**config.mk**
```make
export PLATFORM = sky130hd
export DESIGN_NAME = traffic_light_monitor_flat
export DESIGN_NICKNAME = d
export VERILOG_FILES = /design/src/rtl/tlm_pkg.sv /design/src/rtl/traffic_light_monitor_if.sv /design/src/rtl/tlm_light_tracker.sv /design/src/rtl/traffic_light_monitor.sv /design/src/flat_wrapper.sv
export SDC_FILE = /design/constraint.sdc
export NUM_CORES = 1
export LEC_CHECK = 0
export BUFFER_PORTS_ARGS = -buffer_cell sky130_fd_sc_hd__buf_2
export CORE_MARGIN = 1
export CORE_UTILIZATION = 39
export DETAILED_ROUTE_END_ITERATION = 6
export HOLD_SLACK_MARGIN = 0.15
export PLACE_DENSITY_LB_ADDON = 0.15
export SYNTH_ARGS = -nofsm -noshare
export SYNTH_HDL_FRONTEND = slang
export SYNTH_SLANG_ARGS = --single-unit
export TNS_END_PERCENT = 10
```
**constraint.sdc**
```tcl
create_clock -name clk -period 2.1 [get_ports clk]
set_input_delay 0.315 -clock clk [delete_from_list [all_inputs] [get_ports clk]]
set_output_delay 0.315 -clock clk [all_outputs]
set_load 0.01 [all_outputs]
```
**src/rtl/tlm_pkg.sv**
```systemverilog
// Shared constants and types for the traffic light monitor: light encodings,
// tracker states, error flag bit positions and road indices.
package tlm_pkg;

  localparam logic [2:0] RED    = 3'b100;
  localparam logic [2:0] YELLOW = 3'b010;
  localparam logic [2:0] GREEN  = 3'b001;

  typedef enum logic [1:0] {
    TRK_INIT   = 2'd0,
    TRK_RED    = 2'd1,
    TRK_GREEN  = 2'd2,
    TRK_YELLOW = 2'd3
  } trk_state_e;

  localparam int ERR_ENC    = 0;
  localparam int ERR_TRANS  = 1;
  localparam int ERR_CONF   = 2;
  localparam int ERR_SGREEN = 3;
  localparam int ERR_SYEL   = 4;
  localparam int ERR_W      = 5;

  localparam int ROAD_M1 = 0;
  localparam int ROAD_M2 = 1;
  localparam int ROAD_MT = 2;
  localparam int ROAD_S  = 3;
  localparam int N_ROADS = 4;

endpackage

```
**src/rtl/traffic_light_monitor_if.sv**
```systemverilog
// Light buses seen by the monitor plus its clear input and error reporting.
interface traffic_light_monitor_if #(
  parameter int CNT_W = 8
);
  logic [2:0]       light_M1;
  logic [2:0]       light_M2;
  logic [2:0]       light_MT;
  logic [2:0]       light_S;
  logic             clr;
  logic             err_pulse;
  logic [4:0]       err_status;
  logic [3:0]       err_road;
  logic [CNT_W-1:0] err_count;

  modport master (
    output light_M1, light_M2, light_MT, light_S, clr,
    input  err_pulse, err_status, err_road, err_count
  );

  modport slave (
    input  light_M1, light_M2, light_MT, light_S, clr,
    output err_pulse, err_status, err_road, err_count
  );
endinterface

```
**src/rtl/tlm_light_tracker.sv**
```systemverilog
// One road: decode, phase FSM, illegal-transition check and, when
// TLM_TIMING_CHECK_EN is defined, the phase duration counter and checks.
module tlm_light_tracker
  import tlm_pkg::*;
#(
  parameter int MIN_GREEN  = 8,
  parameter int MIN_YELLOW = 2,
  parameter int CNT_W      = 8
) (
  input  logic       clk,
  input  logic       rst,
  input  logic [2:0] light,
  output logic       non_red,
  output logic       enc_err,
  output logic       trans_err,
  output logic       sgreen_err,
  output logic       syel_err
);

  localparam logic [1:0] ST_INIT   = TRK_INIT;
  localparam logic [1:0] ST_RED    = TRK_RED;
  localparam logic [1:0] ST_GREEN  = TRK_GREEN;
  localparam logic [1:0] ST_YELLOW = TRK_YELLOW;

  function automatic logic [1:0] decode(input logic [2:0] l);
    case (l)
      RED:     decode = ST_RED;
      GREEN:   decode = ST_GREEN;
      YELLOW:  decode = ST_YELLOW;
      default: decode = ST_INIT;
    endcase
  endfunction

  function automatic logic legal(input logic [1:0] from, input logic [1:0] to);
    legal = (from == ST_RED    && to == ST_GREEN)  ||
            (from == ST_GREEN  && to == ST_YELLOW) ||
            (from == ST_YELLOW && to == ST_RED);
  endfunction

  logic       valid;
  logic [1:0] samp;
  logic       changed;
  logic [1:0] state_p1;

  assign valid     = (light == RED) || (light == YELLOW) || (light == GREEN);
  assign samp      = decode(light);
  assign non_red   = (light != RED);
  assign enc_err   = !valid;
  assign changed   = valid && (samp != state_p1);
  assign trans_err = changed && (state_p1 != ST_INIT) && !legal(state_p1, samp);

  // Stage p1: tracked phase; invalid samples leave it untouched
  always_ff @(posedge clk) begin
    if (rst)        state_p1 <= ST_INIT;
    else if (valid) state_p1 <= samp;
  end

`ifdef TLM_TIMING_CHECK_EN
  function automatic logic [CNT_W-1:0] sat_inc(input logic [CNT_W-1:0] v);
    sat_inc = (&v) ? v : v + CNT_W'(1);
  endfunction

  logic [CNT_W-1:0] dur_p1;
  logic             partial_p1;

  // A phase entered straight from INIT has unknown history, so its length is not judged
  always_ff @(posedge clk) begin
    if (rst) begin
      dur_p1     <= '0;
      partial_p1 <= 1'b0;
    end else if (changed) begin
      dur_p1     <= CNT_W'(1);
      partial_p1 <= (state_p1 == ST_INIT);
    end else if (valid) begin
      dur_p1     <= sat_inc(dur_p1);
    end
  end

  assign sgreen_err = changed && (state_p1 == ST_GREEN) && (samp == ST_YELLOW) &&
                      !partial_p1 && (int'(dur_p1) < MIN_GREEN);
  assign syel_err   = changed && (state_p1 == ST_YELLOW) && (samp == ST_RED) &&
                      !partial_p1 && (int'(dur_p1) < MIN_YELLOW);
`else
  logic unused_cfg;
  assign unused_cfg = ^{MIN_GREEN[0], MIN_YELLOW[0], CNT_W[0]};
  assign sgreen_err = 1'b0;
  assign syel_err   = 1'b0;
`endif

endmodule

```
**src/rtl/traffic_light_monitor.sv**
```systemverilog
// Passive checker for the four controller light buses: per-road trackers,
// cross-road conflict rules and sticky error reporting (TLM_TIMING_CHECK_EN
// enables the phase duration checks).
module traffic_light_monitor
  import tlm_pkg::*;
#(
  parameter int MIN_GREEN  = 8,
  parameter int MIN_YELLOW = 2,
  parameter int CNT_W      = 8
) (
  input logic                     clk,
  input logic                     rst,
  traffic_light_monitor_if.slave  bus
);

  function automatic logic [CNT_W-1:0] sat_inc(input logic [CNT_W-1:0] v);
    sat_inc = (&v) ? v : v + CNT_W'(1);
  endfunction

  logic [2:0]         light_arr [N_ROADS];
  logic [N_ROADS-1:0] non_red, enc_r, trans_r, sg_r, sy_r, conf_r;

  assign light_arr[ROAD_M1] = bus.light_M1;
  assign light_arr[ROAD_M2] = bus.light_M2;
  assign light_arr[ROAD_MT] = bus.light_MT;
  assign light_arr[ROAD_S]  = bus.light_S;

  for (genvar g = 0; g < N_ROADS; g++) begin : g_trk
    tlm_light_tracker #(
      .MIN_GREEN (MIN_GREEN),
      .MIN_YELLOW(MIN_YELLOW),
      .CNT_W     (CNT_W)
    ) u_trk (
      .clk       (clk),
      .rst       (rst),
      .light     (light_arr[g]),
      .non_red   (non_red[g]),
      .enc_err   (enc_r[g]),
      .trans_err (trans_r[g]),
      .sgreen_err(sg_r[g]),
      .syel_err  (sy_r[g])
    );
  end

  // S clashes with every other lit road; MT clashes with M2
  logic s_clash, mt_clash;
  assign s_clash  = non_red[ROAD_S] && (non_red[ROAD_M1] || non_red[ROAD_M2] || non_red[ROAD_MT]);
  assign mt_clash = non_red[ROAD_MT] && non_red[ROAD_M2];
  assign conf_r   = ({N_ROADS{s_clash}} & non_red) |
                    (mt_clash ? ((N_ROADS)'(1) << ROAD_MT) | ((N_ROADS)'(1) << ROAD_M2) : '0);

  logic [ERR_W-1:0]   flags;
  logic [N_ROADS-1:0] road_any;
  logic               err_any;
  logic [ERR_W-1:0]   status_base;
  logic [CNT_W-1:0]   count_base;

  assign flags[ERR_ENC]    = |enc_r;
  assign flags[ERR_TRANS]  = |trans_r;
  assign flags[ERR_CONF]   = |conf_r;
  assign flags[ERR_SGREEN] = |sg_r;
  assign flags[ERR_SYEL]   = |sy_r;
  assign road_any          = enc_r | trans_r | conf_r | sg_r | sy_r;
  assign err_any           = |flags;

  logic               err_pulse_p1;
  logic [ERR_W-1:0]   err_status_p1;
  logic [N_ROADS-1:0] err_road_p1;
  logic [CNT_W-1:0]   err_count_p1;

  // Clear takes effect before this cycle's errors are merged in
  assign status_base = bus.clr ? '0 : err_status_p1;
  assign count_base  = bus.clr ? '0 : err_count_p1;

  // Stage p1: registered error reporting
  always_ff @(posedge clk) begin
    if (rst) begin
      err_pulse_p1  <= 1'b0;
      err_status_p1 <= '0;
      err_road_p1   <= '0;
      err_count_p1  <= '0;
    end else begin
      err_pulse_p1  <= err_any;
      err_status_p1 <= status_base | flags;
      err_count_p1  <= err_any ? sat_inc(count_base) : count_base;
      if (err_any) err_road_p1 <= road_any;
    end
  end

  assign bus.err_pulse  = err_pulse_p1;
  assign bus.err_status = err_status_p1;
  assign bus.err_road   = err_road_p1;
  assign bus.err_count  = err_count_p1;

endmodule
```
**src/flat_wrapper.sv**
```systemverilog
// flat-port wrapper written by rule: the top's interface ports become plain ports
module traffic_light_monitor_flat import tlm_pkg::*;
#(
  parameter int MIN_GREEN  = 8,
  parameter int MIN_YELLOW = 2,
  parameter int CNT_W      = 8
)
  (clk, rst, bus_light_M1, bus_light_M2, bus_light_MT, bus_light_S, bus_clr, bus_err_pulse, bus_err_status, bus_err_road, bus_err_count);
  traffic_light_monitor_if #(.CNT_W(CNT_W)) bus_i ();
  input logic clk;
  input logic rst;
  input wire logic [$bits(bus_i.light_M1)-1:0] bus_light_M1;
  input wire logic [$bits(bus_i.light_M2)-1:0] bus_light_M2;
  input wire logic [$bits(bus_i.light_MT)-1:0] bus_light_MT;
  input wire logic [$bits(bus_i.light_S)-1:0] bus_light_S;
  input wire logic [$bits(bus_i.clr)-1:0] bus_clr;
  output wire logic [$bits(bus_i.err_pulse)-1:0] bus_err_pulse;
  output wire logic [$bits(bus_i.err_status)-1:0] bus_err_status;
  output wire logic [$bits(bus_i.err_road)-1:0] bus_err_road;
  output wire logic [$bits(bus_i.err_count)-1:0] bus_err_count;
  assign bus_i.light_M1 = bus_light_M1;
  assign bus_i.light_M2 = bus_light_M2;
  assign bus_i.light_MT = bus_light_MT;
  assign bus_i.light_S = bus_light_S;
  assign bus_i.clr = bus_clr;
  assign bus_err_pulse = bus_i.err_pulse;
  assign bus_err_status = bus_i.err_status;
  assign bus_err_road = bus_i.err_road;
  assign bus_err_count = bus_i.err_count;
  traffic_light_monitor #(.MIN_GREEN(MIN_GREEN), .MIN_YELLOW(MIN_YELLOW), .CNT_W(CNT_W)) u_core (.clk(clk), .rst(rst), .bus(bus_i));
endmodule
```
======== Word level (Yosys, flattened, before mapping) ========
Index checks and enable logic that the tools add are counted.
operators by class
  add/subtract/negate cells ............... 1
  equal/unequal tests ..................... 44
  multiplexer cells ....................... 9
  bitwise logic cells ..................... 5
  reductions and logical operators ........ 61
operators with widths
  operator                                                                number
  2-bit equality test (second input constant)                             16
  1-bit logical AND                                                       26
  8-bit 2-to-1 mux                                                        3
  2-bit case mux with 3 select lines                                      4
  1-bit logical OR                                                        18
  2-bit by 1-bit equality test with 1-bit output (second input constant)  8
  3-bit by 1-bit equality test with 1-bit output (second input constant)  4
  3-bit by 2-bit equality test with 1-bit output (second input constant)  4
  3-bit equality test (second input constant)                             4
  3-bit inequality test (second input constant)                           4
  4-bit bitwise OR                                                        3
  12-bit OR reduction                                                     1
  4-bit OR reduction                                                      3
  8-bit by 1-bit adder with 8-bit output (second input constant)          1
  1-bit logical NOT                                                       8
  2-bit inequality test                                                   4
  8-bit AND reduction                                                     1
  2-bit nonzero test                                                      4
  5-bit 2-to-1 mux                                                        1
  5-bit by 3-bit bitwise OR with 5-bit output                             1
  4-bit bitwise AND                                                       1
  3-bit 2-to-1 mux                                                        1
storage, ports and cells
  register bits ........................... 26
  input bits .............................. 15
  output and inout bits ................... 18
  word-level logic and storage cells ...... 128

======== Longest topological paths before layout ========
Gate-level depths: netlist (run 1).
  depth in word-level cells ............... 10
  mapped depth ............................ 9
  gate-level depth less buffers ........... 7

======== Modules after synthesis ========
Synthesis (run 1) repeated with hierarchy kept, for this count alone.
unflattened totals
  cells, all modules ...................... 211
  area total of the unflattened synthesis .. 1681.6 um^2
by module, submodules not included
  module                 instances  cells each  area each (um^2)  sequential area each (um^2)
  traffic_light_monitor  1          99          855.8             360.3
  tlm_light_tracker      4          28          206.4             40.0

======== Worst setup path after synthesis (run 1) ========
No wires, ideal clock.
  kind .................................... in2reg
  from .................................... input port bus_light_MT[0]
  to ...................................... register u_core.err_count_p1[0], in the netlist u_core.bus.err_count[0]
  library setup time ...................... 121 ps
  data arrival time ....................... 2014 ps
  required time ........................... 1979 ps
  slack ................................... -36 ps
  cell stages on the path ................. 8
  path buffers ............................ 2
  path through ............................ buf_2 or3b_1 buf_6 a22o_1 a211oi_2 and4b_4 a21boi_2 mux2_4
on the way
  cells in the longest elaborated chain, start to end .. 10
RTL lines
  what                                                                    RTL line                                          RTL
  start, declared                                                         flat_wrapper.sv:14                                input wire logic [$bits(bus_i.light_MT)-1:0] bus_light_MT;
  3-bit by 2-bit equality test with 1-bit output (tied with other cells)  tlm_light_tracker.sv:26, tlm_light_tracker.sv:45
  2-bit case mux with 3 select lines                                      tlm_light_tracker.sv:26                           case (l)
  2-bit equality test (on tied branches)                                  tlm_light_tracker.sv:35, tlm_light_tracker.sv:36
  1-bit logical AND (on tied branches)                                    tlm_light_tracker.sv:35, tlm_light_tracker.sv:36
  1-bit logical OR                                                        tlm_light_tracker.sv:35                           legal = (from == ST_RED && to == ST_GREEN) ||
  1-bit logical OR                                                        tlm_light_tracker.sv:36                           (from == ST_GREEN && to == ST_YELLOW) ||
  1-bit logical NOT                                                       tlm_light_tracker.sv:50                           assign trans_err = changed && (state_p1 != ST_INIT) && !legal(state_p1, samp);
  1-bit logical AND                                                       tlm_light_tracker.sv:50
  12-bit OR reduction *                                                   traffic_light_monitor.sv:64                       assign err_any = |flags;
  8-bit 2-to-1 mux *                                                      traffic_light_monitor.sv:85                       err_count_p1 <= err_any ? sat_inc(count_base) : count_base;
  end signal, assigned                                                    traffic_light_monitor.sv:85
  end, declared                                                           traffic_light_monitor.sv:69                       logic [CNT_W-1:0] err_count_p1;
Every way passes the cells marked *; elsewhere a longest branch is shown, timed or not.
A chain may end at the register's enable or synchronous reset.

======== Worst setup path in the final report (run 1) ========
  from .................................... register u_core.g_trk[2].u_trk.state_p1[0]
  to ...................................... register u_core.err_count_p1[6], in the netlist u_core.bus.err_count[6]
on the way
  cells in the longest elaborated chain, start to end .. 8
RTL lines
  what                                                                                          RTL line                                          RTL
  start, declared                                                                               tlm_light_tracker.sv:43                           logic [1:0] state_p1;
  start signal, assigned                                                                        tlm_light_tracker.sv:55                           else if (valid) state_p1 <= samp;
  2-bit by 1-bit equality test with 1-bit output / 2-bit equality test (equally long branches)  tlm_light_tracker.sv:35, tlm_light_tracker.sv:36
  1-bit logical AND (on tied branches)                                                          tlm_light_tracker.sv:35, tlm_light_tracker.sv:36
  1-bit logical OR                                                                              tlm_light_tracker.sv:35
  1-bit logical OR                                                                              tlm_light_tracker.sv:36
  1-bit logical NOT                                                                             tlm_light_tracker.sv:50
  1-bit logical AND *                                                                           tlm_light_tracker.sv:50
  12-bit OR reduction *                                                                         traffic_light_monitor.sv:64
  8-bit 2-to-1 mux *                                                                            traffic_light_monitor.sv:85
Marks and branches as above.

==> metrics, run 1 <==
Via Count 1496; post-layout utilization of the core 50.86%; number of iterations in the first detailed-routing pass 4; cell-internal power 703.3 uW; flip-flop and latch area 480.5 sq um; CTS max path bufs 2; final-stage net count 260; Critical Path RT 2.23 ns; root buffer cell clkbuf_8; total detailed-routing wirelength 3.500 mm; Floorplan Core Area 3799 sq um; Main synth FF type dfxtp_1; post-synth top area cell dfxtp_1; post-detailed-placement half-perimeter wirelength 2.686 mm; drt drc 0; power per standard cell area 504.4 nW/um^2; worst r2r src u_core.g_trk[2].u_trk.state_p1[0]$_SDFFE_PP0P_; maximum number of pins on one net before global-route repair 27; Async SR Flop Fraction 0%; die footprint 4353 sq um; Antenna diodes 0; startpoint type of the worst setup path flip-flop; yosys synthesis warning count 0; pre-CTS setup slack -0.004645 ns; postcts setup bufs 0; Max VDD drop 0.1962 mV; relative contribution of combinational cells to total power 21.2%; iteration-0 DRC count of the detailed router 45; area share of the largest cell type after synthesis 30.09%; via count of the first global-routing pass 1345; initial antenna violation count 0; cell area after placement 1889 sq um; count of buffers inserted at the top-level ports 30; proportion of synthesized chip area in sequential cells 30.09%; worst setup path start u_core.g_trk[2].u_trk.state_p1[0]$_SDFFE_PP0P_; Post-Synthesis Cells 198; number of max-cap violations 0; count of endpoints failing hold in the final timing report 0; cell types occupying the most area after synthesis dfxtp_1 (30%), nand2_1 (4.9%), a21oi_1 (4.4%), mux2i_1 (4.4%), nor2_1 (4.2%); sequential cell fraction of total power 51.2%; Final Cell Area 1932 sq um; netlist area before placement 1597 sq um; worst setup slack after layout 0.1612 ns; final critical-path required period 1.939 ns; first-pass GRT wire length 5.934 mm; skew final 0.007470 ns; Hold Crit Class in -> reg; initial core utilization 42.03%; cell row count 22; maximum single-stage delay on the critical path 0.39 ns; share of total power in the clock network 27.6%; number of synthesized flops with an enable pin 0; number of hold buffers added after CTS 0; startpoint of the most critical hold path bus_light_S[0]; chain of cells forming the critical path or3b_1 -> a211oi_1 -> a31oi_1 -> and4b_4 -> a2111oi_1 -> a211oi_1; layout cell share with drive strength beyond 1 31.82%; CP Data Arrival Time 2.07 ns; register-to-register setup slack 0.16 ns; maximum fanout along the worst path 7; antenna violation net count after detailed routing 0; switching part of the total power 27.83%; type of element capturing the critical path flip-flop; number of pins with negative max-slew slack in the final report 0; clock edge transition at the registers on the reported setup and hold paths 0.08 ns; count of placed standard cells in the final layout, fillers left out 290; Final setup violation count 0; wire length per cell after detailed routing 12.07 um; clk_lat worst skew 0.26 ns; total congestion overflow after global routing 0; period utilisation layout 92.32%; Synth Register Bits 24; total CTS buffers 3; Yosys cell types 51; Die Ht 65.98 um; status complete, no violations; maximum operating frequency 515.8 MHz; critical path start-end classification reg -> reg; leakage power total 0.7996 nW; slowest cell on the critical path a2111oi_1; H-tree depth 1; setup tns final 0 ns; number of clock sinks 24; Placed Instances 287; Multi-input gate area 989.7 sq um; weighted congestion at the end of routability-driven global placement 0.7758; Die X-Extent 65.98 um; most used cell, CP a211oi_1; total of cells resized after clock tree synthesis 0; total routing usage reported by global routing 17.68%; Layout fillers 392; number of placed I/O pins 33; unrepaired setup endpoints after global routing no; post-detailed-route via-to-cell ratio 5.159; CTS tree built; P_sw 271.2 uW; area added between synthesis and finish 21.00%; Mean Syn Cell Area 8.063 sq um
## synth_stat cells, drive strengths merged, types with 2 or more instances
| cell type | number |
|---|---|
| a211oi | 9 |
| a21o | 3 |
| a21oi | 20 |
| a221oi | 2 |
| a31oi | 6 |
| and4b | 2 |
| buf | 9 |
| clkbuf | 6 |
| dfxtp | 24 |
| inv | 6 |
| mux2 | 2 |
| mux2i | 7 |
| nand2 | 21 |
| nand2b | 9 |
| nand3 | 6 |
| nand3b | 2 |
| nand4 | 2 |
| nor2 | 18 |
| nor2b | 8 |
| nor3 | 6 |
| o21ai | 4 |
| or2 | 3 |
| or3b | 4 |
## critical path, delay by kind of cell (launching register included)
| kind | cells | cell delay, ns |
|---|---|---|
| compound gates | 4 | 0.84 |
| flops | 1 | 0.34 |
| simple gates | 2 | 0.63 |
## routing by layer
metal  vias to the layer above  global-route usage (%)  share of wire [%]
met5                         -                       0                  0
met4                         0                   6.383                1.0
met3                         4                   3.103                3.7
met2                        30                   28.06                 44
met1                       667                   23.77                 51
li1                        795                       -                  -
## cell families after synthesis
kind of cell | after synthesis | synth area share, %
buffers and inverters | 21 | 8.228
multiplexers | 9 | 6.270
XOR/XNOR | 2 | 1.097
AO/OA/AOI/OAI | 55 | 24.61
flip-flops | 24 | 30.09
adder cells (fa/ha/maj) | 1 | 0.7836
other | 1 | 0.2349
AND/OR/NAND/NOR | 85 | 28.68
## metrics by stage
step | hold slack (ns) | total power [mW]
3_3_place_gp | 0.4436 | 0.7146
5_1_grt | 0.4149 | 1.039
2_1_floorplan | 0.4106 | 0.6436
3_5_place_dp | 0.4458 | 0.7160
6_report | 0.4005 | 0.9745
4_1_cts | 0.3901 | 0.9907
## layout by cell type, fill, tap and decap left out, types with 2 or more instances in the layout
master    synthesis  layout
or3b_2            2       2
nand3_2           2       2
clkbuf_8          0       3
conb_1            1       2
nand3b_1          2       2
a31oi_1           6       6
nand2b_1          9       9
nor2b_1           8       8
a21o_1            3       3
buf_2             2      30
nand2_1          21      21
or2_2             3       3
nand4_1           2       2
a21oi_2           5       5
nor2_1           18      18
mux2_4            2       2
dfxtp_1          24      24
or3b_1            2       2
inv_1             6       6
a211oi_1          8       8
buf_4             3      25
a21oi_1          14      14
nor3_1            6       6
mux2i_1           7       7
o21ai_0           4       4
nand3_1           4       4
a221oi_1          2       2
## area by class of cell
class | instances | area share, %
Multi-Input combinational cell | 154 | 51.23
Sequential cell | 24 | 24.87
Timing Repair Buffer | 55 | 17.49
Tap cell | 48 | 3.109
Clock buffer | 3 | 2.137
Inverter | 6 | 1.166
## power by group through the flow
| stage | logic (mW) | clock network [mW] | registers [mW] |
|---|---|---|---|
| global route | 0.232 | 0.304 | 0.503 |
| detailed placement | 0.207 | 0 | 0.509 |
| CTS | 0.207 | 0.285 | 0.499 |
| finish | 0.206 | 0.269 | 0.499 |
| global placement | 0.205 | 0 | 0.510 |
| floorplan | 0.130 | 0 | 0.513 |
## path summary, 6_finish.rpt
| kind | to | cells after the start |
|---|---|---|
| worst min-delay path | u_core.g_trk[3].u_trk.state_p1[0]$_SDFFE_PP0P_ | 4 |
| worst max-delay path | u_core.bus.err_count[6]$_SDFF_PP0_ | 6 |
| worst max register to register | u_core.bus.err_count[6]$_SDFF_PP0_ | 6 |
| worst min register to register | u_core.bus.err_road[3]$_SDFFE_PP0P_ | 2 |
## state kept, by name, indices dropped and copies added (netlist names)
name	flops
u_core.g_trk.u_trk.state_p1	8
u_core.bus.err_status	3
u_core.bus.err_road	4
u_core.bus.err_pulse	1
u_core.bus.err_count	8
(Power assumes the default switching activity.)
==> inputs of run 2 (changes only) <==
--- a/config.mk
+++ b/config.mk
@@ -7,7 +7,7 @@
 export LEC_CHECK = 0
 export BUFFER_PORTS_ARGS = -buffer_cell sky130_fd_sc_hd__buf_2
 export CORE_MARGIN = 1
-export CORE_UTILIZATION = 39
+export CORE_UTILIZATION = 49
 export DETAILED_ROUTE_END_ITERATION = 6
 export HOLD_SLACK_MARGIN = 0.15
 export PLACE_DENSITY_LB_ADDON = 0.15
==> run 2 against run 1 <==
Count of clock-buffer cells in the layout is 1 higher; sequential power barely moved; register-to-register slack is essentially flat; clock power down 5%; core utilization is 9.9 points higher; first-iteration DRC count is 2.2% higher; setup slack better by 0.0011 ns; critical path depth unchanged; via count up 1.6%; non-clock buffer count fell by 7; sequential share of layout area rose by 0.83 points; critical endpoint is now u_core.bus.err_count[0]$_SDFF_PP0_; largest power group unchanged.
==> metrics, run 2 (same netlist as run 1, synthesis figures left out) <==
count of placed standard cells in the final layout, fillers left out 280 (-3.4%); drt drc 0 (unchanged); layer with the highest usage after global routing met2; global routing met3 resource utilization 3.057% (-0.047 points); leading cell type in the layout, fill and taps excluded buf_2; cell row count 20 (-9.1%); critical path start-end classification reg -> reg; maximum number of pins on one net before global-route repair 27 (unchanged); CP Data Arrival Time 2.17 ns (+0.10 ns); Placed Instances 276 (-3.8%); status complete, no violations; chain of cells forming the critical path nor2b_1 -> ha_1 -> nand3_1 -> or3_1 -> a21boi_2 -> mux2_4; number of clock sinks 24 (unchanged); actual transition at the worst max-transition pin 0.4909 ns; gate family responsible for the most delay along the worst path simple AND/OR/NAND/NOR gates; first-pass GRT wire length 6.085 mm (+2.5%); Final setup violation count 0 (unchanged); weighted congestion at the end of routability-driven global placement 0.9033 (+16%); number of max-cap violations 0 (unchanged); met2 usage 40.42% (+12 points); number of pins with negative max-slew slack in the final report 0 (unchanged); number of placed I/O pins 33 (unchanged); layout cell share with drive strength beyond 1 30.08% (-1.7 points); period utilisation layout 92.27% (about the same); area added between synthesis and finish 17.08%; initial antenna violation count 0 (unchanged); total CTS buffers 3 (unchanged); startpoint type of the worst setup path flip-flop; post-detailed-route via-to-cell ratio 5.429 (+5.2%); count of buffers inserted at the top-level ports 30 (unchanged); Max VDD drop 0.2539 mV (+29%); setup tns final 0 ns (unchanged); Via Count 1520 (+1.6%); count of endpoints failing hold in the final timing report 0 (unchanged); worst slew margin relative to its limit 66.85%; wire length per cell after detailed routing 12.75 um (+5.6%); clock edge transition at the registers on the reported setup and hold paths 0.14 ns (+0.06 ns); iteration-0 DRC count of the detailed router 46 (+2.2%); clk_lat worst skew 0.32 ns (+0.06 ns); leakage power total 0.7625 nW (-4.6%); Antenna diodes 0 (unchanged); Critical Path RT 2.33 ns (+0.10 ns); die footprint 3490 sq um (-20%); unrepaired setup endpoints after global routing no; CTS tree built; maximum fanout along the worst path 4 (-3); H-tree depth 1 (unchanged); register-to-register setup slack 0.16 ns (about the same); crit path buf inv count 0 (unchanged); total detailed-routing wirelength 3.570 mm (+2.0%); slowest cell on the critical path dfxtp_1; total routing usage reported by global routing 22.80% (+5.1 points); CTS max path bufs 2 (unchanged); post-detailed-placement half-perimeter wirelength 2.704 mm (+0.65%); power per standard cell area 510.7 nW/um^2 (+1.2%); type of element capturing the critical path flip-flop; Hold Crit Class in -> reg; skew final 0.008566 ns (+0.001096 ns); PnR Total Power 954.7 uW (-2.0%); initial core utilization 51.87% (+9.8 points); Die Ht 59.08 um (-10%); number of hold buffers added after CTS 0 (unchanged); leading cell types in the layout, fill and taps excluded buf_2 (30), dfxtp_1 (24), nand2_1 (21); final critical-path required period 1.938 ns (-0.001088 ns); final-stage net count 253 (-2.7%); Floorplan Core Area 3078 sq um (-19%); met1 usage in global routing 27.96% (+4.2 points); antenna violation net count after detailed routing 0 (unchanged); maximum operating frequency 516.1 MHz (about the same); root buffer cell clkbuf_4; maximum single-stage delay on the critical path 0.40 ns (about the same); via count of the first global-routing pass 1395 (+3.7%); total congestion overflow after global routing 0 (unchanged); Die X-Extent 59.08 um (-10%); number of iterations in the first detailed-routing pass 4 (unchanged)
## run 2: final timing paths
kind                                       start                                        endpoint  cells after the start
min                               bus_light_S[2]  u_core.g_trk[3].u_trk.state_p1[1]$_SDFFE_PP0P_                      2
max           u_core.bus.err_count[0]$_SDFF_PP0_              u_core.bus.err_count[0]$_SDFF_PP0_                      6
min reg2reg  u_core.bus.err_road[3]$_SDFFE_PP0P_             u_core.bus.err_road[3]$_SDFFE_PP0P_                      2
max reg2reg   u_core.bus.err_count[0]$_SDFF_PP0_              u_core.bus.err_count[0]$_SDFF_PP0_                      6
## run 2: layout make-up
type | count | area [sq um]
inverter | 6 | 22.52
tap | 44 | 55.05
multi-input combinational | 154 | 989.7
sequential | 24 | 480.5
timing repair buffer | 48 | 285.3
clock buffer | 4 | 36.28
fill | 306 | 1209
## run 2: through the flow
step,worst slack (ns),util (%),hold slack [ns],instance area (sq um)
2_1_floorplan,0.01255,-,0.4106,1607
3_3_place_gp,0.03567,59.51,0.4517,1832
3_5_place_dp,-0.01213,59.51,0.4554,1832
4_1_cts,0.1344,60.69,0.2574,1868
5_1_grt,0.04151,60.73,0.2476,1869
6_report,0.1623,60.73,0.2669,1869
## run 2: timing repair
item | 4_1_cts | 5_1_grt
setup endpoints to repair | 0 | 1
gates resized for setup | 0 | 1
buffers inserted | 0 | 0
## run 2: worst reg2reg max path, delay by kind of cell, from the launching register on
kind	cells	cell delay (ns)
simple gates	3	0.73
fa+ha+maj	1	0.24
mux	1	0.30
flops	1	0.40
compound gates	1	0.19
## run 2: layer usage
layer	routed length [um]	share of wire (%)	vias to the layer above
met4	25	0.70	0
met3	111	3.1	2
met2	1777	50	35
li1	-	-	784
met5	0	0	-
met1	1654	46	699
## run 2: report_power, final
part	switching (mW)	internal (mW)
sequential	0.0212	0.480
clock	0.150	0.106
combinational	0.110	0.0878
total	0.280	0.674
